### config.mk
export PLATFORM = sky130hd
export DESIGN_NAME = hazard_stall_ctrl
export DESIGN_NICKNAME = d
export VERILOG_FILES = /design/src/rtl/hazard_stall_ctrl.sv
export SDC_FILE = /design/constraint.sdc
export NUM_CORES = 1
export LEC_CHECK = 0
export ABC_AREA = 0
export BUFFER_PORTS_ARGS = -buffer_cell sky130_fd_sc_hd__buf_2
export CORE_MARGIN = 2
export CORE_UTILIZATION = 42
export CTS_BUF_LIST = sky130_fd_sc_hd__clkbuf_8 sky130_fd_sc_hd__clkbuf_16
export DETAILED_ROUTE_END_ITERATION = 6
export PLACE_DENSITY = 0.76
export SYNTH_ARGS = -nofsm -noshare
export SYNTH_HDL_FRONTEND = slang
export SYNTH_SLANG_ARGS = --single-unit
### constraint.sdc
create_clock -name clk -period 2.15 [get_ports clk]
set_input_delay 0.3225 -clock clk [delete_from_list [all_inputs] [get_ports clk]]
set_output_delay 0.3225 -clock clk [all_outputs]
set_load 0.01 [all_outputs]
### src/rtl/hazard_stall_ctrl.sv
// Pipeline sequencing control: load-use stalls, branch flushes
// and multi-cycle mult/div stalls for the 5-stage core.
module hazard_stall_ctrl #(
    parameter int MD_CYCLES = 4,
    parameter int CNT_W     = 16
) (
    input  logic             clk,
    input  logic             rst_n,
    input  logic [4:0]       IDrs,
    input  logic [4:0]       IDrt,
    input  logic             IDUsesRt,
    input  logic             IDEXMemRead,
    input  logic [4:0]       IDEXrt,
    input  logic             BranchTaken,
    input  logic             MDStart,
    output logic             PCWrite,
    output logic             IFIDWrite,
    output logic             IFIDHold,
    output logic             IDEXBubble,
    output logic             MDBusy,
    output logic [CNT_W-1:0] StallCount
);

    localparam int MDW = $clog2(MD_CYCLES);
    localparam logic [MDW-1:0] MD_LOAD = MDW'(MD_CYCLES - 1);

    typedef enum logic {
        RUN,
        MD_BUSY
    } state_t;

    state_t         state, state_nxt;
    logic [MDW-1:0] md_cnt, md_cnt_nxt;
    logic           load_use;

    assign load_use = IDEXMemRead && (IDEXrt != 5'd0) &&
                      ((IDEXrt == IDrs) ||
                       (IDUsesRt && (IDEXrt == IDrt)));

    always_comb begin
        state_nxt  = state;
        md_cnt_nxt = md_cnt;
        PCWrite    = 1'b1;
        IFIDWrite  = 1'b1;
        IFIDHold   = 1'b0;
        IDEXBubble = 1'b0;
        MDBusy     = 1'b0;
        // Outputs follow reset asynchronously, not just the registers
        if (!rst_n) begin
            PCWrite    = 1'b0;
            IFIDWrite  = 1'b0;
            IDEXBubble = 1'b1;
            state_nxt  = RUN;
            md_cnt_nxt = '0;
        end else begin
            unique case (state)
                MD_BUSY: begin
                    PCWrite    = 1'b0;
                    IFIDHold   = 1'b1;
                    IDEXBubble = 1'b1;
                    MDBusy     = 1'b1;
                    md_cnt_nxt = md_cnt - MDW'(1);
                    if (md_cnt == MDW'(1))
                        state_nxt = RUN;
                end
                RUN: begin
                    if (load_use) begin
                        PCWrite    = 1'b0;
                        IFIDHold   = 1'b1;
                        IDEXBubble = 1'b1;
                    end else if (BranchTaken) begin
                        IFIDWrite = 1'b0;
                    end else if (MDStart) begin
                        state_nxt  = MD_BUSY;
                        md_cnt_nxt = MD_LOAD;
                    end
                end
                default: begin
                    state_nxt  = RUN;
                    md_cnt_nxt = '0;
                end
            endcase
        end
    end

    always_ff @(posedge clk or negedge rst_n) begin
        if (!rst_n) begin
            state  <= RUN;
            md_cnt <= '0;
        end else begin
            state  <= state_nxt;
            md_cnt <= md_cnt_nxt;
        end
    end

    always_ff @(posedge clk or negedge rst_n) begin
        if (!rst_n)
            StallCount <= '0;
        else if (!PCWrite && (StallCount != '1))
            StallCount <= StallCount + CNT_W'(1);
    end

endmodule

### Word level (Yosys, flattened, before mapping)

Cells that the tools add are included.

* register bits after elaboration: 19
* input bits: 21
* output and inout bits: 21
* logic and storage cells: 45

* add/subtract/negate cells: 2
* equality and inequality tests: 7
* multiplexer cells: 24
* bitwise logic cells: 1
* reductions and logical operators: 8

Operators with widths (number)
* adder 16 x 1 -> 16 bit (second input constant): 1
* two-way mux 1 bit: 16
* inequality test 16 bit (second input constant): 1
* == test 5 bit: 2
* inequality test 3 bit (second input constant): 3
* two-way mux 2 bit: 4
* case mux 1 bit (2 select lines): 3
* nonzero test 5 bit: 1
* logical AND 1 bit: 4
* case mux 2 bit (2 select lines): 1
* AND reduction 3 bit: 1
* == test 2 x 1 -> 1 bit (second input constant): 1
* subtractor 2 x 1 -> 2 bit (second input constant): 1
* zero test 1 bit: 1
* logical OR 1 bit: 1
* NOT 1 bit: 1

### Depth between registers and ports, before layout

Gate-level depths: netlist (run 1).

* word-level depth: 9
* gate-level depth with buffers: 8
* mapped depth without buffers: 7

### Worst setup path before layout (run 1)

Ideal clock, no wire load.

* path kind: input port to output port
* start point: input port IDEXrt[1]
* end point: output port IFIDWrite
* data arrival time: 1.467 ns
* required time: 1.827 ns
* setup slack: 0.360 ns
* cell stages on the path: 5
* path through: or4_4 > o21ai_0 > nor2_1 > nor2_1 > a21boi_0

* word-level cells in the longest chain between the ends: 7
* elaborated cells on any way between the ends: 10

Ends and longest elaborated chain
* start, declared: line 13 `input logic [4:0] IDEXrt,`
* == test 5 bit: line 38 `(IDUsesRt && (IDEXrt == IDrt)));`
* logical AND 1 bit: line 38
* logical OR 1 bit: line 37 `((IDEXrt == IDrs) ||`
* logical AND 1 bit *: line 36 `assign load_use = IDEXMemRead && (IDEXrt != 5'd0) &&`
* two-way mux 1 bit *: line 67 `if (load_use) begin`
* two-way mux 1 bit *: line 56 `unique case (state)`
* two-way mux 1 bit *: line 49 `if (!rst_n) begin`
* end, declared: line 17 `output logic IFIDWrite,`

Every way passes the cells marked *; elsewhere a longest branch is shown, timed or not.

### Final worst setup path (run 1)

Ends and elaborated chain as after synthesis.

==> impl_results.md, run 1 <==
- Status: complete, no violations
- Post-synth EDFFs: 0
- Cell taking the most area after synthesis: dfrtp_1
- DRT iter0 DRCs: 32
- Pre-antenna DRT Iters: 4
- Share of layout cells above drive strength 1: 36.6%
- Internal power: between 700 and 800 uW
- Vias per inst: roughly 5.3
- Vias after detailed routing: 976
- Nets: about 180
- Max Slew Vio Count: 0
- Clock root cell: clkbuf_8
- Pwr dens: 781 nW/um^2
- Sw frac: 34.0%
- CTS clk-pin slew, worst paths: 70 ps
- RD Place Congestion: between 0.8 and 0.9
- TritonCTS clock tree: yes
- Post-CTS Setup Repair Bufs: 0
- Clk_lat worst skew: 260 ps
- Synth async-reset ratio: between 90% and 100%
- Top cell type's share of synthesized area: 42.8%
- First-pass GRT wire length: 3880 microns
- Cells after synthesis: 107
- Crit-path max FO: 3
- Clock Path Buffers: 2
- Switch Pwr: around 380 uW
- Synthesized area per cell: about 10 sq um
- Clk sink count: 19
- WP data required: about 1800 ps
- Gate power share: 30.4%
- Distinct cells, synth: 36
- Seq pwr share: between 40% and 50%
- Max transition margin: 78.2%
- Static leakage: just over 0.7 nW
- Largest net degree at the start of global routing: 26
- CP Data Arrival Time: 1690 ps
- FMAX: 496 MHz
- Final min period: 2020 ps
- CTS Buf Count: 3
- Syn Nets: 130
- Final core utilization: 56.7%
- Post-Syn Area: 1110 sq um
- Drt wl/cell: 13.4 microns
- # diodes: 0
- Yosys reg bits: 19
- Actual slew at the worst max-slew pin: 327 ps
- Setup crit start kind: input pin
- Synth Flop Type: dfrtp_1
- Fillers: 222
- DIE HEIGHT: around 55 microns
- CP endpoint kind: output pin
- Initial Util: 44.4%
- Antenna Violating Nets Remaining: 0
- Number of warnings issued by yosys: 0
- Tot GR Track Use: 15.8%
- RSZ-0062 raised after global routing: no
- Final setup vio count: 0
- Worst ir drop on vdd: 0.000814 V
- Hold Vio Cnt, Final: 0
- Final WL: 2450 microns
- Setup TNS: 0 ps
- Die area: 3070 sq um
- Clock skew: between 4 and 5 ps
- Hpwl dp: about 1900 microns
- GRT Residual Overflow: 0
- DRC: 0
- Die Wd: 55.4 microns
- Clk network pwr share: around 22%
- Vias in the first global route: 888
- Core Box Area: 2500 sq um
- Cell row count: 18
- Hold crit path type: input pin to async pin
- Crit Path Category: input pin to output pin
- I/O pin count: 42
- H-tree depth: 1
- Register area share after synthesis: roughly 43%
- Final period util: 93.7%
- Initial antenna violation count: 0
- Area grow syn2layout: 27.7%
- PortBufs: between 40 and 50
- Top post-synthesis cells by area: dfrtp_1 43%, xnor2_1 11%, xor2_1 7.9%
- Number of max-cap violations: 0
## cell usage in the layout, fill, tap and decap left out, types with 3 or more instances in the layout
cell type / synthesis / final
dfrtp_1: 19 / 19
xor2_1: 10 / 10
xnor2_1: 14 / 14
buf_2: 0 / 41
and3_1: 3 / 3
clkbuf_8: 0 / 3
nand3_1: 8 / 8
nor2_1: 5 / 5
nand4_1: 5 / 5
nand2_1: 5 / 5
inv_1: 4 / 4
## path summary, 6_finish.rpt
| path | cells past startpoint | slack [ps] | endpoint | start |
|---|---|---|---|---|
| max | 7 | 130 | IFIDWrite | IDEXrt[1] |
| min | 2 | 50 | StallCount[6]$_DFFE_PN0P_ | rst_n |
| max reg2reg | 7 | 290 | StallCount[1]$_DFFE_PN0P_ | StallCount[0]$_DFFE_PN0P_ |
| min reg2reg | 1 | 510 | StallCount[10]$_DFFE_PN0P_ | StallCount[10]$_DFFE_PN0P_ |
| max in group asynchronous | 2 | 1870 | StallCount[8]$_DFFE_PN0P_ | rst_n |
| min in group clk | 1 | 510 | StallCount[10]$_DFFE_PN0P_ | StallCount[10]$_DFFE_PN0P_ |
## sequential cells by signal, indices dropped and copies added (netlist names)
| signal | cells |
|---|---|
| state | 1 |
| md_cnt | 2 |
| StallCount | 16 |
## worst max-delay path, stage by stage
cell and delay [ps]:
buf_2 130, or4_4 540, o21ai_1 250, nor2_1 90, nor2_1 120, a21boi_0 90, buf_2 140
## synthesized netlist by cell type (2+ instances only)
master and number:
and2_1 2, nor2b_1 2, and3_1 3, nand3_1 8, nand4_1 5, buf_6 2
and4_1 2, nor2_1 5, nor3_1 2, ha_1 2, dfrtp_1 19, inv_1 4
nand2_1 5, a21oi_1 2, xnor2_1 14, xor2_1 10
## repair_timing
item                                    CTS  global route
hold buffers                              0             0
endpoints found under the setup margin    0             4
gates resized for setup                   0             2
endpoints found under the hold margin     0             0
## metal layers
layer | GRT usage (%) | vias to the layer above | share of wire, %
met4 | 8.01 | 0 | 1.5
met3 | 3.04 | 4 | 6.3
met1 | 20.4 | 469 | 45
li1 | - | 468 | -
met5 | 0 | - | 0
met2 | 25.2 | 35 | 47
## layout make-up
| class | instances | area [sq um] | area share [%] |
|---|---|---|---|
| repair buffers | 44 | 240 | 16.9 |
| clock inverters | 1 | 5.00 | 0.353 |
| inverters | 4 | 15.0 | 1.06 |
| well taps | 30 | 37.5 | 2.65 |
| flip-flops and latches | 19 | 475 | 33.5 |
| multi-input cells | 82 | 603 | 42.5 |
| clock buffers | 3 | 41.3 | 2.91 |
## cell families (layout without fill, tap and decap cells)
kind of cell / count (synthesis) / count (layout) / synth area share [%]
adders and majority gates: 2 / 2 / 2.25
and+or+nand+nor: 42 / 42 / 22.0
muxes: 2 / 2 / 1.92
AOI/OAI and AO/OA: 12 / 12 / 8.68
DFF: 19 / 19 / 42.8
buffers and inverters: 6 / 52 / 3.38
xor gates and xnor gates: 24 / 24 / 18.9
## power by group through the flow
stage / clock network (mW) / registers [mW] / logic (mW)
global placement: 0 / 0.524 / 0.327
floorplan: 0 / 0.546 / 0.169
detailed placement: 0 / 0.529 / 0.339
CTS: 0.253 / 0.523 / 0.341
finish: 0.247 / 0.523 / 0.337
global route: 0.268 / 0.536 / 0.370
## through the flow
stage	hold WS (ps)	total power, mW	setup WS [ps]	instances	area [sq um]
finish	51.9	1.11	135	183	1420
global route	71.3	1.17	46.4	183	1420
CTS	68.0	1.12	35.0	183	1410
detailed placement	344	0.868	36.6	179	1370
global placement	340	0.851	82.2	179	1370
floorplan	26.9	0.714	360	107	1110
No activity file was read; power rests on OpenSTA's default activity.
==> inputs of run 2 (changes only) <==
--- a/config.mk
+++ b/config.mk
@@ -7,11 +7,12 @@
 export LEC_CHECK = 0
 export ABC_AREA = 0
 export BUFFER_PORTS_ARGS = -buffer_cell sky130_fd_sc_hd__buf_2
+export CORE_ASPECT_RATIO = 2
 export CORE_MARGIN = 2
-export CORE_UTILIZATION = 42
+export CORE_UTILIZATION = 35
 export CTS_BUF_LIST = sky130_fd_sc_hd__clkbuf_8 sky130_fd_sc_hd__clkbuf_16
 export DETAILED_ROUTE_END_ITERATION = 6
-export PLACE_DENSITY = 0.76
+export PLACE_DENSITY = 0.66
 export SYNTH_ARGS = -nofsm -noshare
 export SYNTH_HDL_FRONTEND = slang
 export SYNTH_SLANG_ARGS = --single-unit
==> impl_results.md, run 2 (synthesized netlist as in run 1, its figures left out) <==
- Status: complete, no violations
- Initial Util: 36.0%
- Area grow syn2layout: 27.1%
- RD Place Congestion: 0.739
- Clk sink count: 19
- Clock root cell: clkbuf_8
- Die Wd: between 40 and 50 microns
- Actual slew at the worst max-slew pin: 350 ps
- Max transition margin: roughly 77%
- Clk_lat worst skew: around 260 ps
- Max Slew Vio Count: 0
- CP endpoint kind: output pin
- Clk network pwr share: a little over a fifth
- Internal power: slightly above 700 uW
- CTS clk-pin slew, worst paths: 70 ps
- DIE HEIGHT: approximately 84 microns
- CTS Buf Count: 3
- PortBufs: 41
- Met2 WL: 1050 microns
- Cell row count: 29
- Final WL: ~2300 microns
- R2R depth: 7
- DRC: 0
- FMAX: around 510 MHz
- Post-CTS Setup Repair Bufs: 0
- Drt wl/cell: 12.6 microns
- Most frequent cells in the layout: 41 x buf_2, 19 x dfrtp_1, 14 x xnor2_1, 10 x xor2_1, 8 x nand3_1
- Static leakage: 0.703 nW
- Hpwl dp: about 1800 microns
- Seq pwr share: 47.9%
- Pre-antenna DRT Iters: 4
- GRT Residual Overflow: 0
- Nets: between 150 and 200
- Vias per inst: 5.16
- I/O pin count: 42
- Sw frac: around 34%
- Crit Path Category: input pin to output pin
- Core Box Area: 3080 sq um
- First-pass GRT wire length: ~3800 microns
- Pwr dens: about 800 nW/um^2
- Largest net degree at the start of global routing: 26
- RSZ-0062 raised after global routing: no
- Hold crit path type: input pin to async pin
- Fillers: 293
- Top Layer Used: met4
- TritonCTS clock tree: yes
- Clock Path Buffers: 2
- Final period util: 91.8%
- Final setup vio count: 0
- WP data required: 1830 ps
- Switch Pwr: 372 uW
- Final min period: 1970 ps
- Tot GR Track Use: 13.2%
- Regs by FF count: StallCount x16, md_cnt x2, state x1
- Commonest non-fill, non-tap cell in the layout: buf_2
- Setup crit start kind: input pin
- Die area: 3660 sq um
- Initial antenna violation count: 0
- Vias in the first global route: 871
- Biggest register: StallCount
- Vias after detailed routing: approximately 950
- CP Data Arrival Time: between 1500 and 2000 ps
- Hold Vio Cnt, Final: 0
- Number of max-cap violations: 0
- Worst ir drop on vdd: 0.000623 V
- DRT iter0 DRCs: 17
- Clock skew: 3.29 ps
- Share of layout cells above drive strength 1: a little over a third
- H-tree depth: 1
- Crit-path max FO: 3
- Power, Total: ~1.1 mW
- Max reg flops: 16
- # diodes: 0
- Met3 WL post-DR: between 200 and 250 microns
- Setup TNS: 0 ps
- Antenna Violating Nets Remaining: 0
- Gate power share: 30.1%
- Wl on met1: 971 microns
-- run 2: changes by cell type in the layout (fill, tap and decap cells not counted), sizes merged --
cell | before | now
buf | 44 | 43
clkinv | 1 | 0
inv | 4 | 5
-- run 2: what timing repair did --
action / CTS / global route
gates resized for setup: 0 / 2
hold endpoints to repair: 0 / 0
endpoints found under the setup margin: 0 / 4
hold buffers: 0 / 0
-- run 2: final cells by class --
| class | instances | area (sq um) | area share [%] |
|---|---|---|---|
| multi-input cells | 82 | 603 | 42.8 |
| flip-flops and latches | 19 | 475 | 33.7 |
| repair buffers | 43 | 233 | 16.5 |
| clock buffers | 3 | 41.3 | 2.93 |
| well taps | 31 | 38.8 | 2.75 |
| inverters | 4 | 15.0 | 1.06 |
| clock inverters | 1 | 3.75 | 0.266 |
-- run 2: metal layers --
layer / global-route usage [%] / vias up
met2: 20.6 / 42
met4: 6.61 / 0
li1: - / 472
met1: 16.7 / 426
met3: 2.60 / 5
met5: 0 / -
-- run 2: power by group through the flow --
stage          registers (mW)  clock network, mW  logic (mW)
5_1_grt                 0.539              0.266       0.370
3_5_place_dp            0.534                  0       0.333
6_report                0.526              0.241       0.331
4_1_cts                 0.528              0.248       0.334
2_1_floorplan           0.546                  0       0.169
3_3_place_gp            0.530                  0       0.327
-- run 2: worst max-delay path, stage by stage --
cell	delay [ps]
buf_2	120
or4_4	530
o21ai_1	240
nor2_1	80
nor2_1	120
a21boi_0	90
buf_2	140
-- run 2: worst paths after layout --
| kind | start | slack [ps] | to |
|---|---|---|---|
| min | rst_n | 60 | StallCount[11]$_DFFE_PN0P_ |
| max in group asynchronous | rst_n | 1870 | StallCount[7]$_DFFE_PN0P_ |
| min reg2reg | StallCount[15]$_DFFE_PN0P_ | 490 | StallCount[15]$_DFFE_PN0P_ |
| min in group clk | StallCount[15]$_DFFE_PN0P_ | 490 | StallCount[15]$_DFFE_PN0P_ |
| max reg2reg | StallCount[0]$_DFFE_PN0P_ | 270 | StallCount[1]$_DFFE_PN0P_ |
| max | IDEXrt[1] | 180 | IFIDWrite |
-- run 2: through the flow --
step | utilization [%] | hold slack, ps | instances | cell area (sq um) | setup WS (ps)
6_report | 45.7 | 58.1 | 183 | 1410 | 176
5_1_grt | 45.7 | 101 | 183 | 1410 | 38.4
4_1_cts | 45.5 | 76.0 | 183 | 1400 | 64.4
3_5_place_dp | 44.1 | 351 | 179 | 1360 | 65.0
3_3_place_gp | 44.1 | 350 | 179 | 1360 | 105
2_1_floorplan | - | 26.9 | 107 | 1110 | 360
